==> config.mk <==
export PLATFORM = sky130hd
export DESIGN_NAME = if_fetch
export DESIGN_NICKNAME = d
export VERILOG_FILES = /design/src/rtl/if_fetch.sv
export SDC_FILE = /design/constraint.sdc
export NUM_CORES = 1
export LEC_CHECK = 0
export BUFFER_PORTS_ARGS = -buffer_cell sky130_fd_sc_hd__buf_2
export CORE_ASPECT_RATIO = 1.25
export CORE_MARGIN = 3
export CORE_UTILIZATION = 50
export CTS_CLUSTER_DIAMETER = 150
export CTS_CLUSTER_SIZE = 30
export DETAILED_ROUTE_END_ITERATION = 12
export HOLD_SLACK_MARGIN = 0.03
export PLACE_DENSITY = 0.73
export SLEW_MARGIN = 20
export SYNTH_ARGS = -nofsm -noshare
export SYNTH_HDL_FRONTEND = slang
export SYNTH_SLANG_ARGS = --single-unit
==> constraint.sdc <==
create_clock -name clk -period 9.85 [get_ports clk]
set_input_delay 0.985 -clock clk [delete_from_list [all_inputs] [get_ports clk]]
set_output_delay 0.985 -clock clk [all_outputs]
set_load 0.01 [all_outputs]
==> src/rtl/if_fetch.sv <==
// Instruction fetch stage: SRAM-like bus master with a 2-entry PC queue and 2-entry output FIFO.
// Optional misaligned-PC detection is compiled in with `define IF_ADDR_ERR_EN.
module if_fetch #(
  parameter logic [31:0] NOP_INST = 32'h00000000
) (
  input  logic        clk,
  input  logic        rst,
  input  logic [31:0] PC_i,
  output logic        wpc,
  input  logic        flush,
  output logic        inst_req,
  output logic [31:0] inst_addr,
  input  logic        inst_addr_ok,
  input  logic        inst_data_ok,
  input  logic [31:0] inst_rdata,
  input  logic        id_allowin,
  output logic        if_valid,
  output logic [31:0] if_inst,
  output logic [31:0] if_pc,
  output logic        if_adel,
  output logic        state_dbg
);
  // Handshakes: a request transfers when inst_req & inst_addr_ok at posedge, a response when
  // inst_data_ok (in request order), an instruction leaves when if_valid & id_allowin & !flush.
  typedef enum logic {S_IDLE = 1'b0, S_REQ = 1'b1} state_t;
  state_t state, state_nxt;

  logic [1:0]  inflight, discard, buf_cnt;
  logic [31:0] pcq [2];
  logic        pcq_wr, pcq_rd;
  logic [31:0] fifo_pc [2];
  logic [31:0] fifo_inst [2];
  logic        fifo_wr, fifo_rd;
  logic        blocked, launch, launch_bus, launch_err;
  logic        accept, resp, resp_keep, push, pop;
  logic [31:0] push_pc, push_inst;

  // Credit covers both outstanding requests and buffered words, so the FIFO cannot overflow.
  assign launch    = (state == S_IDLE) && !flush && !blocked &&
                     (({1'b0, inflight} + {1'b0, buf_cnt}) < 3'd2);
  assign accept    = (state == S_REQ) && inst_addr_ok;
  assign wpc       = accept;
  assign inst_req  = (state == S_REQ);
  assign state_dbg = (state == S_REQ);
  assign resp      = inst_data_ok && (inflight != 2'd0);
  assign resp_keep = resp && (discard == 2'd0) && !flush;
  assign push      = resp_keep || launch_err;
  assign push_pc   = resp_keep ? pcq[pcq_rd] : PC_i;
  assign push_inst = resp_keep ? inst_rdata : NOP_INST;
  assign if_valid  = (buf_cnt != 2'd0);
  assign pop       = if_valid && id_allowin && !flush;
  assign if_inst   = if_valid ? fifo_inst[fifo_rd] : NOP_INST;
  assign if_pc     = if_valid ? fifo_pc[fifo_rd] : 32'h0;

`ifdef IF_ADDR_ERR_EN
  logic err_block;
  logic fifo_adel [2];
  // A misaligned PC waits for older fetches to drain so its error entry stays in program order.
  assign launch_bus = launch && (PC_i[1:0] == 2'b00);
  assign launch_err = launch && (PC_i[1:0] != 2'b00) && (inflight == 2'd0);
  assign blocked    = err_block;
  assign if_adel    = if_valid && fifo_adel[fifo_rd];

  always_ff @(posedge clk) begin
    if (rst) begin
      err_block <= 1'b0;
    end else if (flush) begin
      err_block <= 1'b0;
    end else if (launch_err) begin
      err_block <= 1'b1;
    end
  end

  always_ff @(posedge clk) begin
    if (push) begin
      fifo_adel[fifo_wr] <= !resp_keep;
    end
  end
`else
  assign launch_bus = launch;
  assign launch_err = 1'b0;
  assign blocked    = 1'b0;
  assign if_adel    = 1'b0;
`endif

  always_comb begin
    state_nxt = state;
    case (state)
      S_IDLE: if (launch_bus) state_nxt = S_REQ;
      S_REQ:  if (accept) state_nxt = S_IDLE;
    endcase
  end

  always_ff @(posedge clk) begin
    if (rst) begin
      state     <= S_IDLE;
      inst_addr <= 32'h0;
      inflight  <= 2'd0;
      discard   <= 2'd0;
      pcq_wr    <= 1'b0;
      pcq_rd    <= 1'b0;
      buf_cnt   <= 2'd0;
      fifo_wr   <= 1'b0;
      fifo_rd   <= 1'b0;
    end else begin
      state <= state_nxt;
      if (launch_bus) begin
        inst_addr <= PC_i;
      end
      inflight <= inflight + {1'b0, launch_bus} - {1'b0, resp};
      if (accept) begin
        pcq_wr <= ~pcq_wr;
      end
      if (resp) begin
        pcq_rd <= ~pcq_rd;
      end
      // Everything still on the bus at a flush belongs to the wrong path.
      if (flush) begin
        discard <= inflight - {1'b0, resp};
      end else if (resp && (discard != 2'd0)) begin
        discard <= discard - 2'd1;
      end
      if (flush) begin
        buf_cnt <= 2'd0;
        fifo_wr <= 1'b0;
        fifo_rd <= 1'b0;
      end else begin
        if (push) begin
          fifo_wr <= ~fifo_wr;
        end
        if (pop) begin
          fifo_rd <= ~fifo_rd;
        end
        buf_cnt <= buf_cnt + {1'b0, push} - {1'b0, pop};
      end
    end
  end

  always_ff @(posedge clk) begin
    if (accept) begin
      pcq[pcq_wr] <= inst_addr;
    end
    if (push) begin
      fifo_pc[fifo_wr]   <= push_pc;
      fifo_inst[fifo_wr] <= push_inst;
    end
  end
endmodule

## Yosys cells after proc, flatten, opt, wreduce, memory -nomap -nowiden

Memories as Yosys holds them, arrays and structs flattened. A register that Yosys moved wholly into a read port is not among the register bits.
Cells that the tools add are included.

| cells by class | value |
|---|---|
| add/subtract/negate cells | 7 |
| order comparisons | 1 |
| multiplexer cells | 19 |
| bitwise operators | 5 |
| reduce and logical (&&, ||, !) cells | 16 |

Operators by type and width:

| operator | number |
|---|---|
| 32-bit two-way mux | 4 |
| 1-bit two-way mux | 12 |
| 1-bit logical AND | 9 |
| 2-bit nonzero test | 4 |
| 2-bit by 1-bit subtractor with 2-bit output | 3 |
| 1-bit NOT | 5 |
| 2-bit by 1-bit adder with 2-bit output | 2 |
| 2-bit two-way mux | 2 |
| 2-bit by 2-bit adder with 3-bit output | 1 |
| 3-bit by 2-bit < comparator with 1-bit output, second input constant | 1 |
| 2-bit logical NOT | 1 |
| 1-bit case mux with 2 select lines | 1 |
| 2-bit OR reduction | 1 |
| 2-bit by 1-bit subtractor with 2-bit output, second input constant | 1 |
| 1-bit logical NOT | 1 |

| storage, ports and cells | value |
|---|---|
| register bits | 43 |
| RAM bits | 192 |
| bits of input ports | 70 |
| memories | 3 |

Memories:

| memory | words | bits a word | rd ports | clocked after memory_dff | write ports | RTL line | source |
|---|---|---|---|---|---|---|---|
| fifo_inst | 2 | 32 | 1 | 1 | 1 | 32 | `logic [31:0] fifo_inst [2];` |
| fifo_pc | 2 | 32 | 1 | 1 | 1 | 31 | `logic [31:0] fifo_pc [2];` |
| pcq | 2 | 32 | 1 | 1 | 1 | 29 | `logic [31:0] pcq [2];` |

## Depth between registers and ports, before layout

| depth | value |
|---|---|
| word-level depth | 6 |
| depth in mapped cells | 11 |
| gate-level depth less buffers | 10 |

## Worst setup path after synthesis

No wires, ideal clock.

| timing path | value |
|---|---|
| kind | input -> register |
| start | in flush |
| end | mem fifo_inst[0][0] (enable) |
| setup time | 0.494 ns |
| arrival | 4.368 ns |
| required time | 9.356 ns |
| setup slack | 4.988 ns |
| stages | 5 |
| buffers on the path | 2 |
| cells stage by stage | nor2b_1 buf_2 and2_4 buf_6 nor2b_1 |

| on the way | value |
|---|---|
| cells in the longest elaborated chain, start to end | 4 |

Ends and longest elaborated chain:

| item | RTL line | source |
|---|---|---|
| start: declaration | 10 | `input logic flush,` |
| 1-bit logical NOT | 46 | `assign resp_keep = resp && (discard == 2'd0) && !flush;` |
| 1-bit logical AND | 46 |  |
| 1-bit two-way mux | 143 | `if (push) begin` |
| 1-bit two-way mux (implied by the code) | 145 | `fifo_inst[fifo_wr] <= push_inst;` |
| end: declaration | 32 |  |

No other way between the ends.

## Worst setup path in the final report

| timing path | value |
|---|---|
| start | in flush |
| end | mem fifo_pc[0][20] (enable) |

| on the way | value |
|---|---|
| cells in the longest elaborated chain, start to end | 4 |

Ends and longest elaborated chain:

| item | RTL line | source |
|---|---|---|
| 1-bit logical NOT | 46 |  |
| 1-bit logical AND | 46 |  |
| 1-bit two-way mux | 143 |  |
| 1-bit two-way mux (implied by the code) | 144 | `fifo_pc[fifo_wr] <= push_pc;` |
| end: declaration | 31 |  |

No other way between the ends.

==> results by group <==
Die
  • Placement row count: 55
  • Die Width: 129 um
  • Num ports: 171
  • Die footprint: 20,600 sq um
  • Core ar.: 18,300 sq um
  • Initial Util: 0.517
  • Die Y: 160 um

CTS
  • CTS clk-pin slew, worst paths: 0.11 ns
  • Clk_lat worst skew: 0.47 ns
  • H-tree depth: 1
  • CTS max path bufs: 3
  • Root buf cell: clkbuf_16
  • CTS sink cnt: 237
  • Setup repair bufs after CTS: 0
  • Hold_buf cts: 0
  • CTS tree: yes
  • CTS Buf Count: 11
  • CTS-repair resized insts: 0

Critical path
  • Worst-path cell chain: buf_2 -> nor2b_2 -> and2_4 -> nor2b_4 -> buf_4
  • CP Class: in2reg
  • Worst path slowest cell: nor2b_4
  • Worst path arrival time: 3.26 ns
  • Worst endpoint required time: 9.96 ns
  • Worst Path Max Fanout: 66
  • Flop2flop setup slack: 6.82 ns
  • Max incr delay on CP: 0.70 ns
  • Setup crit end kind: flip-flop
  • CP Launch Type: primary input

Hold path
  • Hold Path Class: reg2reg

Synth
  • Cell Area, Synth: 9460 sq um
  • Avg Cell Area, Syn: 13.6 sq um
  • Yosys reg bits: 237
  • Net count after synthesis: 773
  • Ys Warns: 0
  • Cell count after synthesis: 697
  • Post-synthesis sequential area ratio: 0.705
  • Yosys cell types: 32

Cells and area
  • Sequential cell area: 6670 sq um
  • Area of the multi-input gates: 2530 sq um
  • Area grow syn2layout: 13.3%
  • Fraction of layout cells with a size suffix above 1: 0.241
  • Final nets: 914
  • # diodes: 0
  • # fillers: 1,501
  • Post-layout util: 0.586
  • Finished Layout Cells: 1,069

Global route
  • Total grt overflow: 0
  • First-pass GRT wire length: 28,400 um
  • Gr usage total: 0.173
  • Pin count of the biggest net entering global routing: 67
  • Initial antenna violation count: 0
  • Vias in the first global route: 5,470

Pwr
  • Power density cells: 189 nW/um^2
  • LEAKAGE: 4.05 nW
  • Power consumption: 2.03 mW
  • Worst VDD drop: 0.156 mV

STA
  • Setup TNS Final: 0 ns
  • Slew margin rel.: 0.298
  • Final setup viols: 0
  • Peak Freq: 317 MHz
  • Max-slew violation count: 0
  • Crit path time final: 3.16 ns
  • Actual slew at the worst max-slew pin: 1.05 ns
  • Final hold violation count: 0
  • Setup repair after global routing missed its margin: no
  • Clock skew: 0.0115 ns
  • Period utilization: 0.320

Route
  • Final wirelength: 18,500 um
  • Vias per inst: 5.25
  • Wire length per cell: 17.3 um
  • 1st-pass router iterations: 5
  • Initial drt markers: 297
  • Drc violations: 0
  • Final antenna-violating net count: 0
  • Via Count: 5,614

Run
  • Max-Cap Viols: 0

Outcome
  • Status: completed

Placed design
  • Count of input and output buffers: 169
  • Routability cong.: 0.755
  • Hpwl dp: 11,500 um
  • Placed cells: 1,052
## metrics by stage
stage / setup WS [ns] / hold WS, ns / area, sq um
floorplan: 4.99 / 0.481 / 9460
global placement: 6.22 / 0.450 / 10400
detailed placement: 6.17 / 0.459 / 10400
CTS: 6.61 / 0.482 / 10700
global route: 6.49 / 0.509 / 10700
finish: 6.69 / 0.478 / 10700
## layer usage
metal,global-route usage,wire length [um]
met1,0.228,7910
met2,0.306,9410
met4,0.0387,254
met5,0,0
met3,0.0211,966
## layout make-up
cell class | instances | area share
inverter | 7 | 0.00268
clock buffer | 15 | 0.0271
clock inverter | 1 | 0.000467
sequential | 237 | 0.622
multi-input combinational | 406 | 0.236
tap | 228 | 0.0266
timing repair buffer | 175 | 0.0850
## cells by family (layout without fill, tap and decap cells)
| group | Yosys count | count (layout) | synth area share |
|---|---|---|---|
| xor+xnor | 9 | 9 | 0.00833 |
| simple gates | 220 | 220 | 0.103 |
| other cells | 1 | 1 | 0.000396 |
| compound gates | 73 | 73 | 0.0413 |
| mux | 97 | 97 | 0.103 |
| buf+inv | 54 | 198 | 0.0311 |
| fa+ha+maj | 6 | 6 | 0.00873 |
| flops | 237 | 237 | 0.705 |
## critical path: cells and delay by family
family                 cells  cell delay, ns
AND/OR/NAND/NOR            3            1.45
buffers and inverters      2            0.79
## cell usage in the layout, fill, tap and decap left out, drive strengths merged, types with 2 or more instances in the layout
cell	count
xnor2	6
inv	7
edfxtp	192
dfxtp	45
mux2i	97
xor2	3
ha	5
and3	34
nor3	4
nor2b	4
o21a	3
nor2	103
and2	2
clkbuf	15
nand2	68
buf	175
a21oi	67
## registers in the layout (all words and copies together) (netlist names), 2 cells and up, named ones only
name	flops
discard	2
fifo_pc	64
pcq	64
fifo_inst	64
inflight	2
inst_addr	32
buf_cnt	2
## cells in the mapped netlist
cell type	n	area, sq um
a211oi_1	1	7.51
nor4b_2	1	15.0
edfxtp_1	192	5770
nor4_4	1	21.3
nor3b_1	1	7.51
a31o_2	1	8.76
buf_2	17	85.1
and2_1	1	6.26
a21oi_2	3	26.3
xnor2_1	6	52.6
xor2_1	3	26.3
fa_1	1	20.0
nor2b_1	4	25.0
nor3_1	4	20.0
o21a_1	3	22.5
and3_1	34	213
nand2_1	68	255
mux2i_1	97	971
and2_4	1	8.76
inv_4	1	6.26
dfxtp_1	45	901
a21oi_1	64	320
ha_1	5	62.6
conb_1	1	3.75
nand2b_1	1	6.26
o21ai_0	1	5.00
and2b_1	1	7.51
nor2_1	103	387
buf_4	4	30.0
buf_6	7	78.8
clkbuf_1	19	71.3
inv_1	6	22.5
## final timing paths
kind / depth (start not counted) / startpoint / to
worst max register to register: 6 / discard[0] / fifo_pc[0][20]
worst min-delay path: 0 / inst_addr[27] / pcq[1][27]
worst max-delay path: 5 / flush / fifo_pc[0][20]
worst min register to register: 0 / inst_addr[27] / pcq[1][27]
## power breakdown
group / internal, mW / total, mW / switching, mW
logic: 0.124 / 0.305 / 0.180
registers: 1.17 / 1.23 / 0.0600
clock network: 0.210 / 0.493 / 0.283
Note: power is estimated with default switching activity, not from simulation.
